==> src/rtl/spike_accumulator_pkg.sv <==
// Shared types and saturating-arithmetic helpers for the presynaptic accumulator.
// Bound and add helpers work on 64-bit sign-extended containers so any WIDTH up to 64 can use them.
package spike_accumulator_pkg;

  typedef enum logic [1:0] {
    IDLE  = 2'd0,
    SCAN  = 2'd1,
    DRAIN = 2'd2,
    DONE  = 2'd3
  } accum_state_t;

  localparam int MAX_W  = 64;
  localparam int MAX_IW = $clog2(MAX_W);

  function automatic logic [MAX_W-1:0] sat_pos(input int w);
    return (MAX_W'(1) << (w - 1)) - MAX_W'(1);
  endfunction

  function automatic logic [MAX_W-1:0] sat_neg(input int w);
    return ~sat_pos(w);
  endfunction

  function automatic logic bit_at(input logic [MAX_W-1:0] v, input int n);
    return v[MAX_IW'(n)];
  endfunction

  // Returns {overflow, clamped sum}; overflow means equal operand signs with a flipped result sign.
  function automatic logic [MAX_W:0] sat_add(input logic [MAX_W-1:0] a,
                                             input logic [MAX_W-1:0] b,
                                             input int w);
    logic [MAX_W-1:0] s;
    logic             ovf;
    s   = a + b;
    ovf = (bit_at(a, w - 1) == bit_at(b, w - 1)) && (bit_at(s, w - 1) != bit_at(a, w - 1));
    if (ovf) s = bit_at(a, w - 1) ? sat_neg(w) : sat_pos(w);
    return {ovf, s};
  endfunction

endpackage

==> src/rtl/spike_accumulator_if.sv <==
// Control and weight-BRAM bundle between a controller (master) and the accumulator (slave).
// start is a level request taken only in IDLE/DONE; done is a level held until the next taken start.
interface spike_accumulator_if #(
  parameter int N_PRE      = 16,
  parameter int WIDTH      = 32,
  parameter int W_WIDTH    = 8,
  parameter int ADDR_WIDTH = 12,
  parameter int POST_WIDTH = 8
);
  logic                  start;
  logic [N_PRE-1:0]      spk_vec;
  logic [POST_WIDTH-1:0] post_idx;
  logic                  w_rd_en;
  logic [ADDR_WIDTH-1:0] w_addr;
  logic [W_WIDTH-1:0]    w_data;
  logic                  busy;
  logic                  done;
  logic [WIDTH-1:0]      network_input;
  logic                  sat;

  modport slave (
    input  start, spk_vec, post_idx, w_data,
    output w_rd_en, w_addr, busy, done, network_input, sat
  );

  modport master (
    output start, spk_vec, post_idx, w_data,
    input  w_rd_en, w_addr, busy, done, network_input, sat
  );
endinterface

==> src/rtl/spike_accumulator_sat_adder.sv <==
// Combinational WIDTH-bit signed saturating adder with an overflow flag.
module spike_accumulator_sat_adder
  import spike_accumulator_pkg::*;
#(
  parameter int WIDTH = 32
) (
  input  logic [WIDTH-1:0] a_i,
  input  logic [WIDTH-1:0] b_i,
  output logic [WIDTH-1:0] sum_o,
  output logic             ovf_o
);
  logic [MAX_W:0] res;

  always_comb begin
    res   = sat_add(MAX_W'($signed(a_i)), MAX_W'($signed(b_i)), WIDTH);
    sum_o = res[WIDTH-1:0];
    ovf_o = res[MAX_W];
  end
endmodule

==> src/rtl/spike_accumulator.sv <==
// Scans a latched spike vector one bit per cycle, reads each active synapse weight
// (1-cycle BRAM latency) and accumulates a saturating signed sum for the neuron.
module spike_accumulator
  import spike_accumulator_pkg::*;
#(
  parameter int N_PRE      = 16,
  parameter int WIDTH      = 32,
  parameter int W_WIDTH    = 8,
  parameter int ADDR_WIDTH = 12,
  parameter int POST_WIDTH = 8
) (
  input  logic                clk,
  input  logic                rst,
  spike_accumulator_if.slave  bus,
  output accum_state_t        dbg_state_o
);
  localparam int IDX_W = (N_PRE > 1) ? $clog2(N_PRE) : 1;
  localparam logic [IDX_W-1:0] LAST_IDX = IDX_W'(N_PRE - 1);

  accum_state_t          state_q, state_d;
  logic [N_PRE-1:0]      spk_q, spk_d;
  logic [ADDR_WIDTH-1:0] base_q, base_d;
  logic [IDX_W-1:0]      idx_q, idx_d;
  logic                  rd_valid_q, rd_valid_d;
  logic [WIDTH-1:0]      sum_q, sum_d;
  logic                  sat_q, sat_d;
  logic [WIDTH-1:0]      add_sum;
  logic                  add_ovf;
  logic                  accept;

  assign accept      = bus.start && (state_q == IDLE || state_q == DONE);
  assign dbg_state_o = state_q;

  spike_accumulator_sat_adder #(.WIDTH(WIDTH)) u_add (
    .a_i   (sum_q),
    .b_i   (WIDTH'($signed(bus.w_data))),
    .sum_o (add_sum),
    .ovf_o (add_ovf)
  );

  always_ff @(posedge clk or negedge rst) begin
    if (!rst) state_q <= IDLE;
    else      state_q <= state_d;
  end

  always_comb begin
    state_d = state_q;
    case (state_q)
      IDLE:    if (accept) state_d = SCAN;
      SCAN:    if (idx_q == LAST_IDX) state_d = DRAIN;
      DRAIN:   state_d = DONE;
      DONE:    if (accept) state_d = SCAN;
      default: state_d = IDLE;
    endcase
  end

  always_comb begin
    bus.busy          = 1'b0;
    bus.done          = 1'b0;
    bus.w_rd_en       = 1'b0;
    bus.w_addr        = '0;
    bus.network_input = '0;
    bus.sat           = sat_q;
    case (state_q)
      SCAN: begin
        bus.busy    = 1'b1;
        bus.w_rd_en = spk_q[idx_q];
        bus.w_addr  = base_q + ADDR_WIDTH'(idx_q);
      end
      DRAIN: bus.busy = 1'b1;
      DONE: begin
        bus.done          = 1'b1;
        bus.network_input = sum_q;
      end
      default: ;
    endcase
  end

  // The base multiply happens once at start so the scan path only adds the index.
  always_comb begin
    spk_d      = spk_q;
    base_d     = base_q;
    idx_d      = idx_q;
    sum_d      = sum_q;
    sat_d      = sat_q;
    rd_valid_d = (state_q == SCAN) && spk_q[idx_q];
    if (accept) begin
      spk_d  = bus.spk_vec;
      base_d = ADDR_WIDTH'(ADDR_WIDTH'(bus.post_idx) * ADDR_WIDTH'(N_PRE));
      idx_d  = '0;
      sum_d  = '0;
      sat_d  = 1'b0;
    end else begin
      if (state_q == SCAN) idx_d = (idx_q == LAST_IDX) ? '0 : idx_q + 1'b1;
      if (rd_valid_q) begin
        sum_d = add_sum;
        sat_d = sat_q | add_ovf;
      end
    end
  end

  always_ff @(posedge clk or negedge rst) begin
    if (!rst) begin
      spk_q      <= '0;
      base_q     <= '0;
      idx_q      <= '0;
      rd_valid_q <= 1'b0;
      sum_q      <= '0;
      sat_q      <= 1'b0;
    end else begin
      spk_q      <= spk_d;
      base_q     <= base_d;
      idx_q      <= idx_d;
      rd_valid_q <= rd_valid_d;
      sum_q      <= sum_d;
      sat_q      <= sat_d;
    end
  end
endmodule

==> src/flat_wrapper.sv <==
// flat-port wrapper written by rule: the top's interface ports become plain ports
module spike_accumulator_flat import spike_accumulator_pkg::*;
#(
  parameter int N_PRE      = 16,
  parameter int WIDTH      = 32,
  parameter int W_WIDTH    = 8,
  parameter int ADDR_WIDTH = 12,
  parameter int POST_WIDTH = 8
)
  (clk, rst, dbg_state_o, bus_start, bus_spk_vec, bus_post_idx, bus_w_data, bus_w_rd_en, bus_w_addr, bus_busy, bus_done, bus_network_input, bus_sat);
  spike_accumulator_if #(.N_PRE(N_PRE), .WIDTH(WIDTH), .W_WIDTH(W_WIDTH), .ADDR_WIDTH(ADDR_WIDTH), .POST_WIDTH(POST_WIDTH)) bus_i ();
  input  logic clk;
  input  logic rst;
  output accum_state_t dbg_state_o;
  input wire logic [$bits(bus_i.start)-1:0] bus_start;
  input wire logic [$bits(bus_i.spk_vec)-1:0] bus_spk_vec;
  input wire logic [$bits(bus_i.post_idx)-1:0] bus_post_idx;
  input wire logic [$bits(bus_i.w_data)-1:0] bus_w_data;
  output wire logic [$bits(bus_i.w_rd_en)-1:0] bus_w_rd_en;
  output wire logic [$bits(bus_i.w_addr)-1:0] bus_w_addr;
  output wire logic [$bits(bus_i.busy)-1:0] bus_busy;
  output wire logic [$bits(bus_i.done)-1:0] bus_done;
  output wire logic [$bits(bus_i.network_input)-1:0] bus_network_input;
  output wire logic [$bits(bus_i.sat)-1:0] bus_sat;
  assign bus_i.start = bus_start;
  assign bus_i.spk_vec = bus_spk_vec;
  assign bus_i.post_idx = bus_post_idx;
  assign bus_i.w_data = bus_w_data;
  assign bus_w_rd_en = bus_i.w_rd_en;
  assign bus_w_addr = bus_i.w_addr;
  assign bus_busy = bus_i.busy;
  assign bus_done = bus_i.done;
  assign bus_network_input = bus_i.network_input;
  assign bus_sat = bus_i.sat;
  spike_accumulator #(.N_PRE(N_PRE), .WIDTH(WIDTH), .W_WIDTH(W_WIDTH), .ADDR_WIDTH(ADDR_WIDTH), .POST_WIDTH(POST_WIDTH)) u_core (.clk(clk), .rst(rst), .bus(bus_i), .dbg_state_o(dbg_state_o));
endmodule
==> config.mk <==
export PLATFORM = sky130hd
export DESIGN_NAME = spike_accumulator_flat
export DESIGN_NICKNAME = d
export VERILOG_FILES = /design/src/rtl/spike_accumulator_pkg.sv /design/src/rtl/spike_accumulator_if.sv /design/src/rtl/spike_accumulator_sat_adder.sv /design/src/rtl/spike_accumulator.sv /design/src/flat_wrapper.sv
export SDC_FILE = /design/constraint.sdc
export NUM_CORES = 1
export LEC_CHECK = 0
export CAP_MARGIN = 10
export CORE_MARGIN = 5
export CORE_UTILIZATION = 39
export CTS_BUF_LIST = sky130_fd_sc_hd__clkbuf_8
export CTS_CLUSTER_DIAMETER = 120
export CTS_CLUSTER_SIZE = 14
export DETAILED_ROUTE_END_ITERATION = 6
export HOLD_SLACK_MARGIN = 0.08
export PLACE_DENSITY_LB_ADDON = 0.3
export SYNTH_ARGS = -nofsm -noshare
export SYNTH_HDL_FRONTEND = slang
export SYNTH_HIERARCHICAL = 1
export SYNTH_SLANG_ARGS = --single-unit
export TNS_END_PERCENT = 10
==> constraint.sdc <==
create_clock -name clk -period 2.4 [get_ports clk]
set_input_delay 0.48 -clock clk [delete_from_list [all_inputs] [get_ports clk]]
set_output_delay 0.48 -clock clk [all_outputs]
set_load 0.005 [all_outputs]
# Word level (Yosys, flattened, before mapping)

Index checks and enable logic that the tools add are counted.

Register bits: 64
Output and inout bits: 50

Add/sub/neg operators: 3
Magnitude comparators: 1
Equal/unequal tests: 8
Muxes and demuxes: 19
Bitwise operators: 1
Reduce and logical (&&, ||, !) cells: 10

Operators by type and width:

| kind                                                                          | number |
|---|---|
| 32-bit two-way mux                                                            | 5 |
| 32-bit by 8-bit adder with 32-bit output                                      | 1 |
| 12-bit by 4-bit adder with 12-bit output                                      | 1 |
| 12-bit two-way mux                                                            | 1 |
| 4-bit two-way mux                                                             | 3 |
| 1-bit two-way mux                                                             | 6 |
| 2-bit one-hot mux with 3 select lines                                         | 1 |
| 4-bit by 5-bit less-than comparator with 1-bit output (second input constant) | 1 |
| 4-bit by 1-bit adder with 4-bit output (second input constant)                | 1 |
| 1-bit binary-select mux with 4-bit select                                     | 1 |
| 2-bit equality test (second input constant)                                   | 2 |
| 4-bit equality test (second input constant)                                   | 1 |
| 2-bit two-way mux                                                             | 2 |
| 2-bit nonzero test                                                            | 2 |
| 2-bit OR reduction                                                            | 2 |
| 1-bit logical AND                                                             | 3 |
| 2-bit by 1-bit equality test with 1-bit output (second input constant)        | 1 |
| 2-bit logical NOT                                                             | 1 |
| 2-bit by 1-bit != test with 1-bit output (second input constant)              | 1 |
| 2-bit != test (second input constant)                                         | 1 |
| 2-bit AND reduction                                                           | 1 |
| 1-bit equality test                                                           | 1 |
| 1-bit logical OR                                                              | 1 |
| 1-bit != test                                                                 | 1 |
| 1-bit bitwise OR                                                              | 1 |

# Logic depth before layout (Yosys ltp)

Depth after elaboration: 6
Depth in mapped cells: 13

# Hierarchy

The synthesis kept the hierarchy.

Modules (own cells, without submodules):

| module                      | times used | cells an instance | area an instance (um2) | seq. area each (um2) |
|---|---|---|---|---|
| spike_accumulator           | 1          | 254               | 2,984.1                | 1,601.5 |
| spike_accumulator_sat_adder | 1          | 299               | 2,109.5                | 0.0 |

# Least setup slack after synthesis

Ideal clock, no wire load.

Path kind: input port to flip-flop
From: input port bus_w_data[0]
To: register u_core.sum_q[22]
Setup time: 0.071 ns
Data arrival time: 2.556 ns
Required time: 2.329 ns
Slack: -0.227 ns
Stages on the path: 12
Buffers on the path: 0
Path through: ha_1 -> fa_1 -> a21oi_1 -> nor2_1 -> o21a_1 -> nor2_1 -> a21oi_2 -> a21o_1 -> a2111o_1 -> o211ai_2 -> mux2i_1 -> nor2_1

Longest elaborated chain between the ends: 6

Ends and longest elaborated chain:

| what                                         | line                        | text |
|---|---|---|
| from (decl)                                  | flat_wrapper.sv:18          | `input wire logic [$bits(bus_i.w_data)-1:0] bus_w_data;` |
| 32-bit by 8-bit adder with 32-bit output (*) | spike_accumulator_pkg.sv:33 | `s = a + b;` |
| 1-bit != test                                | spike_accumulator_pkg.sv:34 | `ovf = (bit_at(a, w - 1) == bit_at(b, w - 1)) && (bit_at(s, w - 1) != bit_at(a, w - 1));` |
| 1-bit logical AND                            | spike_accumulator_pkg.sv:34 |  |
| 32-bit two-way mux (*)                       | spike_accumulator_pkg.sv:35 | `if (ovf) s = bit_at(a, w - 1) ? sat_neg(w) : sat_pos(w);` |
| via u_core.add_sum[22]                       | spike_accumulator.sv:27     | `logic [WIDTH-1:0] add_sum;` |
| 32-bit two-way mux (*)                       | spike_accumulator.sv:95     | `if (rd_valid_q) begin` |
| 32-bit two-way mux (*)                       | spike_accumulator.sv:87     | `if (accept) begin` |
| to (signal assigned)                         | spike_accumulator.sv:115    | `sum_q <= sum_d;` |
| to (decl)                                    | spike_accumulator.sv:25     | `logic [WIDTH-1:0] sum_q, sum_d;` |

The timed path passes the listed nets; every way through them passes the cells marked *. The select of a mux whose other input is x is not followed.
A chain may end at the register's enable or synchronous reset.

# Worst setup path in the final report

From: input port bus_w_data[4]
To: register u_core.sum_q[11]

The elaborated chain is that of the path after synthesis.

==> results_dict.tcl <==
set metrics [dict create \
    start_util_pct 40.0 \
    drt_iter0_markers 225 \
    p_seq_share_pct 20.3 \
    worstPathCellList "clkdlybuf4s50_1, ha_4, and4_4, o21a_1, a211o_1, nand4_1, and2_4, or3_4, buf_12, o21ai_1, mux2i_1, nor2_1" \
    routedWlPerCell_um 16.8 \
    regArea_um2 1610 \
    yosys-top-cells-count "dfrtp_1, nor2_1, and2_1, mux2i_1, a21oi_1" \
    peakVddDrop_uv 740 \
    cp.arrival_ns 3.02 \
    htreeDepth 3 \
    core-area_um2 12700 \
    drv_cap 0 \
    synth_most_common_cell "dfrtp_1" \
    grt.total_usage_pct 19.6 \
    critPathRequiredTime_ns 2.70 \
    tns_ns -9.27 \
    nNetsFinal 822 \
    p_leak_uw 0.00341 \
    multiInputGateArea_um2 3680 \
    yosysTopAreaCell "dfrtp_1" \
    ff2ff_setup_slack_ns -0.31 \
    clock_latency_ns 0.37 \
    cts.clk_slew.worst_paths_ns 0.08 \
    drive_gt1_share_pct 34.9 \
    synthDistinctLibCells 63 \
    critPathLaunchType "input pin" \
    dr.pass1.iters 4 \
    path_max_fanout 17 \
    r2r_start "u_core/sum_q[1]" \
    synth_edf_count 0 \
    slowest_delay_ns 0.46 \
    crit_type "in2reg" \
    die_area_um2 15400 \
    intPower_uw 5870 \
    fp.dieH_um 124 \
    yosys-top-cells-area "dfrtp_1, ha_1, mux2i_1" \
    finalWorstSetupSlack_ns -0.317 \
    grt_pass1_wl_mm 25.4 \
    worstSetupEndpointType "flip-flop" \
    grt_max_degree 48 \
    row_count 41 \
    final_core_util_pct 61.3 \
    area_delta_synth_final_pct 53.2 \
    routed_wl_mm 15.6 \
    dp_hpwl_mm 11.0 \
    synth_seq_cells 64 \
    finalCriticalPeriod_ns 2.72 \
    relSlewSlack_pct 64.0 \
    first_global_vias 5192 \
    min_path_type "in2async" \
    status "finished, violations left" \
    cts_tree "done" \
    die_w_um 124 \
    min_period_over_period_pct 113 \
    clk_path_buf_depth 2 \
    grt.overflow.total 0 \
    hold_violations 0 \
    ioPinCount 85 \
    via_per_inst 5.25 \
    antenna_found_initial 0 \
    rsz0062_at_grt "yes" \
    clockPowerShare_pct 11.2 \
    setup_viol 34 \
    clock-sinks 64 \
    p_switching_uw 3950 \
    ys_async_sr_fraction_pct 100 \
    combPwrFrac_pct 68.5 \
    finClkSkew_ns 0.0102 \
    switching_share_pct 40.2 \
    yosys_warnings 6 \
    violations "negative setup slack" \
    synth_fp_nets 623 \
    stdcell_area_um2 7800 \
    fillers 1093 \
    yosysTopAreaCellShare_pct 31.4 \
    gp_congestion 0.896 \
    tightest_slew_ns 0.532 \
    synth_ff_type "dfrtp_1" \
    numCtsBuffers 9 \
    power.density_nw_per_um2 1260 \
    dpl-instance-area_um2 7080 \
    antenna_left 0 \
    startpoint "bus_w_data[4]" \
    syn_inst 553 \
    synth.avg_cell_area_um2 9.21 \
    drc 0 \
    portBuffers 84 \
    clockRootBuffer "clkbuf_8" \
    critical_path.slowest_cell "clkdlybuf4s50_1" \
    yosysSeqAreaShare_pct 31.4 \
    synth_area_um2 5090 \
    maxSlewViolCount 0 \
    max_freq_ghz 0.368 \
    num_antenna_cells 0 \
    vias 4873 \
]
placed cells by master (no fill, tap or decap), drive strengths merged, types with 3 or more instances in the layout:
| cell | Yosys | layout |
|---|---|---|
| xnor2 | 11 | 11 |
| nand4 | 9 | 9 |
| nand2 | 27 | 27 |
| ha | 34 | 34 |
| and4 | 3 | 3 |
| a21o | 11 | 11 |
| clkinv | 0 | 3 |
| a21oi | 43 | 43 |
| o21ai | 43 | 43 |
| o211ai | 5 | 5 |
| and2 | 48 | 48 |
| clkbuf | 8 | 10 |
| and3 | 3 | 3 |
| nand2b | 5 | 5 |
| nor2 | 55 | 55 |
| dfrtp | 64 | 64 |
| dlygate4sd2 | 0 | 3 |
| mux2 | 24 | 24 |
| o31ai | 6 | 6 |
| inv | 17 | 19 |
| o21a | 5 | 5 |
| nand3 | 5 | 5 |
| buf | 25 | 138 |
| a31oi | 8 | 8 |
| a211oi | 5 | 5 |
| xor2 | 13 | 13 |
| clkdlybuf4s50 | 0 | 78 |
| nor3 | 5 | 5 |
| mux2i | 38 | 38 |
kinds of logic after synthesis:
| logic type | synth area share [%] |
|---|---|
| AO/OA/AOI/OAI | 19.6 |
| XOR/XNOR | 4.13 |
| adder cells (fa/ha/maj) | 8.94 |
| buffers and inverters | 5.45 |
| flip-flops | 31.4 |
| multiplexers | 13.7 |
| AND/OR/NAND/NOR | 16.7 |
state kept, by name, summed over array words and instances (netlist names):
register            cells
u_core/rd_valid_q       1
u_core/dbg_state_o      2
u_core/bus.sat          1
u_core/base_q           8
u_core/sum_q           32
u_core/idx_q            4
u_core/spk_q           16
worst max-delay path, delay by kind of cell:
kind / cells / cell delay, ns
and+or+nand+nor: 5 / 1.05
buffers and inverters: 2 / 0.64
AOI/OAI and AO/OA: 3 / 0.41
adders and majority gates: 1 / 0.33
muxes: 1 / 0.09
worst paths after layout:
kind,endpoint,depth (start not counted)
max in group asynchronous,u_core/rd_valid_q,2
hold / removal,u_core/sum_q[4],1
min in group clk,u_core/spk_q[0],1
setup reg to reg,u_core/sum_q[11],12
setup / recovery,u_core/sum_q[11],12
hold reg to reg,u_core/spk_q[0],1
routing by layer:
metal / up-vias / global-route usage (%) / part of all wire (%)
met1: 2364 / 23.3 / 43
li1: 2392 / - / -
met2: 101 / 35.1 / 52
met3: 16 / 4.46 / 4.5
met5: - / 0 / 0
met4: 0 / 5.80 / 1.0
per-stage QoR:
step | cells | power [uW] | setup WS [ns] | hold slack [ns]
2_1_floorplan | 553 | 5620 | -0.121 | 0.184
3_3_place_gp | 891 | 7860 | -1.01 | 0.482
3_5_place_dp | 891 | 8030 | -1.06 | 0.489
4_1_cts | 921 | 9610 | -0.280 | 0.0909
5_1_grt | 929 | 10500 | -0.422 | 0.113
6_report | 929 | 9820 | -0.317 | 0.0800
repair_timing:
item / in CTS / in global routing
hold buffers: 0 / 0
buffers inserted: 13 / 7
setup endpoints to repair: 35 / 76
gates resized for setup: 50 / 13
cloned: 1 / 1
pin swaps: 24 / 8
power by group through the flow:
| stage | clock [uW] | sequential (uW) | combinational (uW) |
|---|---|---|---|
| floorplan | 0 | 1840 | 3780 |
| CTS | 1140 | 1990 | 6480 |
| finish | 1100 | 2000 | 6720 |
| global placement | 0 | 1940 | 5920 |
| detailed placement | 0 | 1970 | 6060 |
| global route | 1180 | 2070 | 7300 |
cell type report:
cell class	count	area share [%]
sequential	64	20.6
multi-input combinational	439	47.2
clock inverter	7	1.33
clock buffer	9	1.59
timing repair buffer	221	25.7
tap	172	2.76
inverter	17	0.818
Power figures use the tool's default switching activity.
